**src/rtl/mem_access_unit_pkg.sv**
```systemverilog
// rtl/mem_access_unit_pkg.sv - shared types for the MEM-stage load/store unit
// Contents: bus access sizes, LWL/LWR/SWL/SWR mode, unit FSM states,
//           dbus request/response structs, unit request struct, lane shift helper.
package mem_access_unit_pkg;

  typedef enum logic [1:0] {
    MSIZE1 = 2'd0,
    MSIZE2 = 2'd1,
    MSIZE4 = 2'd2
  } msize_t;

  typedef enum logic [1:0] {
    LR_NONE  = 2'd0,
    LR_LEFT  = 2'd1,
    LR_RIGHT = 2'd2
  } lr_mode_t;

  typedef enum logic [2:0] {
    IDLE  = 3'd0,
    REQ   = 3'd1,
    WAIT  = 3'd2,
    FIN   = 3'd3,
    DRAIN = 3'd4
  } mau_state_t;

  typedef struct packed {
    logic        valid;
    logic [31:0] addr;
    msize_t      size;
    logic [3:0]  strobe;
    logic [31:0] data;
  } dbus_req_t;

  typedef struct packed {
    logic        addr_ok;
    logic        data_ok;
    logic [31:0] data;
  } dbus_resp_t;

  typedef struct packed {
    logic [31:0] base;
    logic [31:0] offset;
    logic        mem_read;
    logic        mem_write;
    msize_t      msize;
    logic        unsign_en;
    lr_mode_t    lr_mode;
    logic [31:0] wdata;
    logic [31:0] rt_old;
  } mau_req_t;

  // Bit distance of byte lane n from lane 0.
  function automatic logic [4:0] lane_shift(input logic [1:0] n);
    return {n, 3'b000};
  endfunction

endpackage

```
**src/rtl/mem_access_unit_align.sv**
```systemverilog
// rtl/mem_access_unit_align.sv - combinational store strobe/data and load extract/merge
// Ports: msize, lr_mode, addr_lo (ea[1:0]), wdata, bus_data, rt_old, unsign_en (in);
//        strobe, wdata_aligned, rdata (out).
module mau_align
  import mem_access_unit_pkg::*;
(
  input  msize_t      msize,
  input  lr_mode_t    lr_mode,
  input  logic [1:0]  addr_lo,
  input  logic [31:0] wdata,
  input  logic [31:0] bus_data,
  input  logic [31:0] rt_old,
  input  logic        unsign_en,
  output logic [3:0]  strobe,
  output logic [31:0] wdata_aligned,
  output logic [31:0] rdata
);

  logic [4:0]  sh_lo;   // 8*a
  logic [4:0]  sh_hi;   // 8*(3-a)
  logic [7:0]  rbyte;
  logic [15:0] rhalf;

  always_comb begin
    sh_lo = lane_shift(addr_lo);
    sh_hi = lane_shift(2'd3 - addr_lo);
    rbyte = 8'(bus_data >> sh_lo);
    rhalf = addr_lo[1] ? bus_data[31:16] : bus_data[15:0];

    strobe        = 4'b1111;
    wdata_aligned = wdata;
    rdata         = bus_data;

    case (lr_mode)
      LR_LEFT: begin
        strobe        = 4'b1111 >> (2'd3 - addr_lo);
        wdata_aligned = wdata >> sh_hi;
        rdata         = (bus_data << sh_hi) | (rt_old & ~(32'hFFFF_FFFF << sh_hi));
      end
      LR_RIGHT: begin
        strobe        = 4'b1111 << addr_lo;
        wdata_aligned = wdata << sh_lo;
        rdata         = (bus_data >> sh_lo) | (rt_old & ~(32'hFFFF_FFFF >> sh_lo));
      end
      default: begin
        case (msize)
          MSIZE1: begin
            strobe        = 4'b0001 << addr_lo;
            wdata_aligned = {24'b0, wdata[7:0]} << sh_lo;
            rdata         = unsign_en ? {24'b0, rbyte} : {{24{rbyte[7]}}, rbyte};
          end
          MSIZE2: begin
            strobe        = addr_lo[1] ? 4'b1100 : 4'b0011;
            wdata_aligned = addr_lo[1] ? {wdata[15:0], 16'b0} : {16'b0, wdata[15:0]};
            rdata         = unsign_en ? {16'b0, rhalf} : {{16{rhalf[15]}}, rhalf};
          end
          default: begin
            strobe        = 4'b1111;
            wdata_aligned = wdata;
            rdata         = bus_data;
          end
        endcase
      end
    endcase
  end

endmodule

```
**src/rtl/mem_access_unit.sv**
```systemverilog
// rtl/mem_access_unit.sv - sequential MEM-stage load/store unit with address-error detection
// Ports: clk, resetn (async, active-low), start, req, cp0_flush, dresp (in);
//        dreq, mem_halt, done, rdata, AdEL, AdES, BadVAddr (out).
module mem_access_unit
  import mem_access_unit_pkg::*;
#(
  parameter int unsigned ADDR_W  = 32,
  parameter int unsigned DATA_W  = 32,
  parameter bit          EN_LR   = 1'b1,
  parameter bit          OUT_REG = 1'b1
) (
  input  logic              clk,
  input  logic              resetn,
  input  logic              start,
  input  mau_req_t          req,
  input  logic              cp0_flush,
  output dbus_req_t         dreq,
  input  dbus_resp_t        dresp,
  output logic              mem_halt,
  output logic              done,
  output logic [DATA_W-1:0] rdata,
  output logic              AdEL,
  output logic              AdES,
  output logic [ADDR_W-1:0] BadVAddr
);

  if (DATA_W != 32 || ADDR_W > 32) begin : g_bad_param
    $error("mem_access_unit: DATA_W must be 32 and ADDR_W at most 32");
  end

  mau_state_t state, state_nxt;

  logic [ADDR_W-1:0] ea;
  logic              is_lr, misalign, fault, accept, raise;
  logic              req_ack, fin_bus, done_bus;

  // Fields frozen for the whole bus transaction.
  logic [ADDR_W-1:0] addr_q;
  msize_t            msize_q;
  lr_mode_t          lr_q;
  logic              unsign_q, write_q;
  logic [31:0]       wdata_q, rt_old_q;

  logic [DATA_W-1:0] rdata_q;
  logic              fault_q, adel_q, ades_q;
  logic [ADDR_W-1:0] badv_q;

  logic [3:0]        al_strobe;
  logic [31:0]       al_wdata, al_rdata;
  logic [ADDR_W-1:0] bus_addr;

  always_comb begin
    ea       = req.base[ADDR_W-1:0] + req.offset[ADDR_W-1:0];
    is_lr    = req.lr_mode != LR_NONE;
    // LR ops are word-aligned on the bus, so their low address bits never fault.
    misalign = !is_lr && ((req.msize == MSIZE4 && ea[1:0] != 2'b00) ||
                          (req.msize == MSIZE2 && ea[0]));
    fault    = misalign || (!EN_LR && is_lr);
    accept   = start && state == IDLE && !fault && !cp0_flush;
    raise    = start && state == IDLE &&  fault && !cp0_flush;

    req_ack  = state == REQ && dresp.addr_ok;
    fin_bus  = (req_ack && dresp.data_ok) || (state == WAIT && dresp.data_ok);
    done_bus = fin_bus && !cp0_flush;
  end

  mau_align u_align (
    .msize         (msize_q),
    .lr_mode       (lr_q),
    .addr_lo       (addr_q[1:0]),
    .wdata         (wdata_q),
    .bus_data      (dresp.data),
    .rt_old        (rt_old_q),
    .unsign_en     (unsign_q),
    .strobe        (al_strobe),
    .wdata_aligned (al_wdata),
    .rdata         (al_rdata)
  );

  always_ff @(posedge clk or negedge resetn) begin
    if (!resetn) state <= IDLE;
    else         state <= state_nxt;
  end

  always_comb begin
    state_nxt = state;
    case (state)
      IDLE:  if (accept) state_nxt = REQ;
      REQ: begin
        if (cp0_flush) begin
          // Once the address is accepted the response must still be drained.
          if (dresp.addr_ok && !dresp.data_ok) state_nxt = DRAIN;
          else                                 state_nxt = IDLE;
        end else if (dresp.addr_ok) begin
          if (dresp.data_ok) state_nxt = OUT_REG ? FIN : IDLE;
          else               state_nxt = WAIT;
        end
      end
      WAIT: begin
        if (dresp.data_ok) state_nxt = (cp0_flush || !OUT_REG) ? IDLE : FIN;
        else if (cp0_flush) state_nxt = DRAIN;
      end
      FIN:   state_nxt = IDLE;
      DRAIN: if (dresp.data_ok) state_nxt = IDLE;
      default: state_nxt = IDLE;
    endcase
  end

  always_comb begin
    bus_addr = (lr_q != LR_NONE) ? {addr_q[ADDR_W-1:2], 2'b00} : addr_q;
    dreq     = '0;
    if (state == REQ) begin
      dreq.valid  = 1'b1;
      dreq.addr   = 32'(bus_addr);
      dreq.size   = msize_q;
      dreq.strobe = write_q ? al_strobe : 4'b0000;
      dreq.data   = write_q ? al_wdata  : 32'b0;
    end
    done     = fault_q || (OUT_REG ? (state == FIN) : done_bus);
    rdata    = (!OUT_REG && done_bus) ? DATA_W'(al_rdata) : rdata_q;
    AdEL     = adel_q;
    AdES     = ades_q;
    BadVAddr = badv_q;
    mem_halt = (state != IDLE && !done) || accept;
  end

  always_ff @(posedge clk or negedge resetn) begin
    if (!resetn) begin
      addr_q   <= '0;
      msize_q  <= MSIZE1;
      lr_q     <= LR_NONE;
      unsign_q <= 1'b0;
      write_q  <= 1'b0;
      wdata_q  <= '0;
      rt_old_q <= '0;
      rdata_q  <= '0;
      fault_q  <= 1'b0;
      adel_q   <= 1'b0;
      ades_q   <= 1'b0;
      badv_q   <= '0;
    end else begin
      if (accept) begin
        addr_q   <= ea;
        msize_q  <= is_lr ? MSIZE4 : req.msize;
        lr_q     <= req.lr_mode;
        unsign_q <= req.unsign_en;
        write_q  <= req.mem_write;
        wdata_q  <= req.wdata;
        rt_old_q <= req.rt_old;
      end
      if (done_bus) rdata_q <= DATA_W'(al_rdata);
      fault_q <= raise;
      adel_q  <= raise && req.mem_read;
      ades_q  <= raise && req.mem_write;
      badv_q  <= raise ? ea : '0;
    end
  end

endmodule
```
**config.mk**
```make
export PLATFORM = sky130hd
export DESIGN_NAME = mem_access_unit
export DESIGN_NICKNAME = d
export VERILOG_FILES = /design/src/rtl/mem_access_unit_pkg.sv /design/src/rtl/mem_access_unit_align.sv /design/src/rtl/mem_access_unit.sv
export SDC_FILE = /design/constraint.sdc
export NUM_CORES = 1
export LEC_CHECK = 0
export CORE_ASPECT_RATIO = 1.4
export CORE_MARGIN = 2
export CORE_UTILIZATION = 45
export CTS_CLUSTER_SIZE = 20
export DETAILED_ROUTE_END_ITERATION = 10
export PLACE_DENSITY = 0.79
export SLEW_MARGIN = 25
export SYNTH_ARGS = -nofsm -noshare
export SYNTH_HDL_FRONTEND = slang
export SYNTH_HIERARCHICAL = 1
export SYNTH_SLANG_ARGS = --single-unit
```
**constraint.sdc**
```tcl
create_clock -name clk -period 4.1 [get_ports clk]
set_input_delay 0.82 -clock clk [delete_from_list [all_inputs] [get_ports clk]]
set_output_delay 0.82 -clock clk [all_outputs]
set_load 0.1 [all_outputs]
```
==> run_summary.xml <==
<?xml version="1.0" encoding="UTF-8"?>
<metrics>
  <group name="yosys">
    <metric name="synthMostInstantiatedCell" unit="">sky130_fd_sc_hd__nand2_1</metric>
    <metric name="ys_ff_latch" unit="">172</metric>
    <metric name="netlist.area_leader.share" unit="">0.352</metric>
    <metric name="synth-async-reset-ratio" unit="">1.00</metric>
    <metric name="portion_of_the_post_synthesis_area_used_by_sequential_elements" unit="">0.352</metric>
    <metric name="synth_cell_type_count" unit="">78</metric>
    <metric name="synth.yosys.warnings" unit="">6</metric>
    <metric name="ys_dominant_reg_cell" unit="">sky130_fd_sc_hd__dfrtp_1</metric>
    <metric name="syn-instance-count" unit="">1455</metric>
    <metric name="syn-num-nets" unit="">1662</metric>
    <metric name="synth_area" unit="mm^2">0.0122</metric>
    <metric name="synth_top_cells_by_area" unit="">sky130_fd_sc_hd__dfrtp_1 (35%), sky130_fd_sc_hd__nand2_1 (10%), sky130_fd_sc_hd__mux2_2 (5.5%)</metric>
    <metric name="leading_cell_types_by_count_after_synthesis" unit="">sky130_fd_sc_hd__nand2_1 (330), sky130_fd_sc_hd__dfrtp_1 (172), sky130_fd_sc_hd__a21oi_1 (84)</metric>
    <metric name="post-synth-top-area-cell" unit="">sky130_fd_sc_hd__dfrtp_1</metric>
    <metric name="synth_enable_flop_cells" unit="">0</metric>
    <metric name="syn_area_per_cell" unit="um^2">8.41</metric>
  </group>
  <group name="sta">
    <metric name="rsz0062_at_grt" unit="">false</metric>
    <metric name="setup_total_negative_slack" unit="ns">0</metric>
    <metric name="hold_violations" unit="">0</metric>
    <metric name="min_period_over_period" unit="">0.962</metric>
    <metric name="hold_slack" unit="ns">0.403</metric>
    <metric name="fin_clk_skew" unit="ns">0.0100</metric>
    <metric name="fmax" unit="MHz">253</metric>
    <metric name="tightestPinTransition" unit="ns">1.08</metric>
    <metric name="layout_min_cycle_time" unit="ns">3.95</metric>
    <metric name="finalSetupViolations" unit="">0</metric>
    <metric name="slew_viol_final" unit="">0</metric>
    <metric name="slew_hr" unit="">0.280</metric>
  </group>
  <group name="cts">
    <metric name="cts_tree" unit="">done</metric>
    <metric name="cts_inserted_buffers" unit="">17</metric>
    <metric name="clkSinkCount" unit="">172</metric>
    <metric name="cts_hold_buffers" unit="">0</metric>
    <metric name="clock_path_buffers" unit="">2</metric>
    <metric name="clk_latency" unit="ns">0.44</metric>
    <metric name="clk_pin_slew" unit="ns">0.07</metric>
    <metric name="cts_root_buffer" unit="">sky130_fd_sc_hd__clkbuf_16</metric>
    <metric name="htree_levels" unit="">4</metric>
  </group>
  <group name="hold_path">
    <metric name="timing.hold.worst.class" unit="">primary input to asynchronous set/reset pin</metric>
  </group>
  <group name="route">
    <metric name="drc" unit="">0</metric>
    <metric name="top_signal_layer_used" unit="">met4</metric>
    <metric name="avgRoutedWirePerCell" unit="um">21.9</metric>
    <metric name="first_pass_iters" unit="">6</metric>
    <metric name="routed-wl-met3" unit="um">3480</metric>
    <metric name="routed-wl-met2" unit="um">22000</metric>
    <metric name="via_count" unit="">12475</metric>
    <metric name="drt_iter0_drc" unit="">1057</metric>
    <metric name="avgViaCountPerCell" unit="">5.98</metric>
    <metric name="routedLengthMet1" unit="um">17100</metric>
    <metric name="antenna_violating_nets_post_route" unit="">0</metric>
    <metric name="route.final.wire_length" unit="um">45700</metric>
  </group>
  <group name="outcome">
    <metric name="run_status" unit="">complete, no violations</metric>
  </group>
  <group name="critical_path">
    <metric name="critPathMaxFanout" unit="">20</metric>
    <metric name="worst_r2r_startpoint" unit="">addr_q[1]</metric>
    <metric name="crit_start" unit="">lr_q[0]</metric>
    <metric name="rr_worst_depth" unit="">6</metric>
    <metric name="setup.reg_to_reg.worst_slack" unit="ns">1.17</metric>
    <metric name="cp-end-kind" unit="">output port</metric>
    <metric name="critPathArrivalTime" unit="ns">3.13</metric>
    <metric name="crit_path_class" unit="">flop to output port</metric>
    <metric name="crit_end" unit="">dreq[22]</metric>
    <metric name="timing.critical_path.required" unit="ns">3.28</metric>
    <metric name="crit_path_start_kind" unit="">flop</metric>
    <metric name="timing.rr.end" unit="">rdata[23]</metric>
  </group>
  <group name="grt">
    <metric name="grt_first_pass_wirelength" unit="um">69800</metric>
    <metric name="grt_remaining_overflow" unit="">0</metric>
    <metric name="global_route.usage.total" unit="">0.319</metric>
    <metric name="antenna_violations_before_repair" unit="">0</metric>
    <metric name="first_global_vias" unit="">12286</metric>
    <metric name="grt_start_max_net_pins" unit="">133</metric>
  </group>
  <group name="floorplan">
    <metric name="die_x" unit="um">143</metric>
    <metric name="rows" unit="">71</metric>
    <metric name="die_area" unit="mm^2">0.0285</metric>
    <metric name="ios" unit="">312</metric>
    <metric name="die_height" unit="um">199</metric>
    <metric name="placeableCoreArea" unit="mm^2">0.0268</metric>
    <metric name="start_util" unit="">0.456</metric>
  </group>
  <group name="pwr">
    <metric name="combPwrFrac" unit="">0.626</metric>
    <metric name="power_frac_seq" unit="">0.245</metric>
    <metric name="worst_ir_drop_vdd" unit="mV">0.626</metric>
    <metric name="leakagePower" unit="nW">7.45</metric>
    <metric name="internal-power" unit="W">0.00595</metric>
    <metric name="power.switching_fraction" unit="">0.532</metric>
    <metric name="clkPwrFrac" unit="">0.129</metric>
    <metric name="power_spent_charging_and_discharging_nets" unit="W">0.00675</metric>
    <metric name="power_dens_cells" unit="mW/mm^2">768</metric>
  </group>
  <group name="cells_and_area">
    <metric name="fin_area" unit="mm^2">0.0165</metric>
    <metric name="layout.nets" unit="">1915</metric>
    <metric name="drive_gt1_frac" unit="">0.141</metric>
    <metric name="fillerInstances" unit="">2361</metric>
    <metric name="post_synthesis_to_final_layout_area_growth" unit="%">35.2</metric>
  </group>
  <group name="placement">
    <metric name="placed_cell_area" unit="mm^2">0.0160</metric>
    <metric name="place.detailed.hpwl" unit="um">33700</metric>
    <metric name="gp_routability_congestion" unit="">0.993</metric>
    <metric name="place.port_buffers" unit="">311</metric>
  </group>
  <group name="job">
    <metric name="max_cap_violations" unit="">0</metric>
  </group>
</metrics>
[critical path: stages (launching register included)]
cell and delay (ns):
sky130_fd_sc_hd__dfrtp_1 0.41, sky130_fd_sc_hd__inv_1 0.08, sky130_fd_sc_hd__ha_2 0.48, sky130_fd_sc_hd__buf_4 0.37, sky130_fd_sc_hd__clkinv_1 0.38, sky130_fd_sc_hd__a21o_1 0.27, sky130_fd_sc_hd__a32oi_1 0.23, sky130_fd_sc_hd__and3_1 0.26
sky130_fd_sc_hd__buf_12 0.19
[cell usage in the layout, fill, tap and decap left out, types with 6 or more instances in the layout]
| master | n |
|---|---|
| sky130_fd_sc_hd__o21ai_1 | 21 |
| sky130_fd_sc_hd__xnor2_1 | 14 |
| sky130_fd_sc_hd__and2_1 | 46 |
| sky130_fd_sc_hd__a31oi_1 | 10 |
| sky130_fd_sc_hd__xor2_1 | 10 |
| sky130_fd_sc_hd__nand2_1 | 330 |
| sky130_fd_sc_hd__nand3_1 | 12 |
| sky130_fd_sc_hd__a221oi_1 | 39 |
| sky130_fd_sc_hd__o22ai_1 | 17 |
| sky130_fd_sc_hd__buf_12 | 41 |
| sky130_fd_sc_hd__and3_1 | 46 |
| sky130_fd_sc_hd__nor2_1 | 78 |
| sky130_fd_sc_hd__a311oi_1 | 10 |
| sky130_fd_sc_hd__nand4_1 | 6 |
| sky130_fd_sc_hd__clkdlybuf4s50_1 | 238 |
| sky130_fd_sc_hd__a21o_1 | 13 |
| sky130_fd_sc_hd__ha_1 | 32 |
| sky130_fd_sc_hd__o21bai_1 | 7 |
| sky130_fd_sc_hd__nor2b_1 | 17 |
| sky130_fd_sc_hd__o21ai_0 | 46 |
| sky130_fd_sc_hd__nor3_1 | 13 |
| sky130_fd_sc_hd__and4_1 | 9 |
| sky130_fd_sc_hd__inv_1 | 14 |
| sky130_fd_sc_hd__a22oi_1 | 24 |
| sky130_fd_sc_hd__a21bo_2 | 7 |
| sky130_fd_sc_hd__a211oi_1 | 26 |
| sky130_fd_sc_hd__mux2_2 | 60 |
| sky130_fd_sc_hd__buf_4 | 65 |
| sky130_fd_sc_hd__a21oi_1 | 84 |
| sky130_fd_sc_hd__nand2b_1 | 10 |
| sky130_fd_sc_hd__mux2i_1 | 58 |
| sky130_fd_sc_hd__clkbuf_16 | 17 |
| sky130_fd_sc_hd__a22o_1 | 12 |
| sky130_fd_sc_hd__a32oi_1 | 7 |
| sky130_fd_sc_hd__dfrtp_1 | 169 |
| sky130_fd_sc_hd__and4b_1 | 7 |
[layer usage]
layer | up-vias | global-route usage
li1 | 5718 | -
met1 | 5929 | 0.378
met2 | 682 | 0.524
met3 | 146 | 0.0566
met4 | 0 | 0.217
met5 | - | 0
[sequential cells by signal (all words and copies together), names as in the netlist, 2 cells and up]
name      count
rt_old_q     32
lr_q          2
msize_q       2
state         3
rdata        32
BadVAddr     32
wdata_q      32
addr_q       32
[repair_timing]
action	4_1_cts	5_1_grt
endpoints found under the setup margin	0	1
setup buffers	0	0
gates resized for setup	0	1
[power groups by stage]
stage	logic, W	registers, W	clock network [W]
floorplan	0.00476	0.00380	0
global placement	0.00772	0.00308	0
detailed placement	0.00781	0.00310	0
CTS	0.00783	0.00308	0.00167
global route	0.00838	0.00318	0.00174
finish	0.00795	0.00311	0.00164
[worst min path at each step]
| stage | start | endpoint | slack, ns |
|---|---|---|---|
| floorplan | addr_q[25] | addr_q[25] | 0.44 |
| global placement | addr_q[6] | addr_q[6] | 0.45 |
| detailed placement | rt_old_q[24] | rt_old_q[24] | 0.47 |
| CTS | resetn | addr_q[8] | 0.43 |
| global route | resetn | addr_q[8] | 0.45 |
| finish | resetn | addr_q[8] | 0.40 |
[area by class of cell]
class	count	area, um^2	area share
Antenna cell	1	2.50	0.000151
Sequential cell	172	4310	0.261
Timing Repair Buffer	345	3700	0.224
Clock inverter	10	116	0.00704
Multi-Input combinational cell	1156	7430	0.449
Clock buffer	21	460	0.0278
Tap cell	365	457	0.0276
Inverter	16	60.1	0.00363
[logic make-up (layout without fill, tap and decap cells)]
kind of cell | after synthesis | count (layout) | share of synthesized area
AOI/OAI and AO/OA | 371 | 371 | 0.211
xor gates and xnor gates | 24 | 24 | 0.0172
adders and majority gates | 34 | 34 | 0.0354
buffers and inverters | 127 | 392 | 0.0434
DFF | 172 | 172 | 0.352
muxes | 124 | 124 | 0.113
other | 0 | 1 | 0
and+or+nand+nor | 603 | 603 | 0.228
[stage by stage]
| step | cells | setup WS, ns | power [W] | util |
|---|---|---|---|---|
| after floorplan | 1455 | 0.280 | 0.00856 | - |
| after global placement | 2054 | 0.454 | 0.0108 | 0.595 |
| after detailed placement | 2054 | 0.440 | 0.0109 | 0.595 |
| after CTS | 2085 | 0.168 | 0.0126 | 0.616 |
| after global routing | 2085 | 0.104 | 0.0133 | 0.616 |
| final | 2086 | 0.155 | 0.0127 | 0.616 |
(Power assumes the default switching activity.)
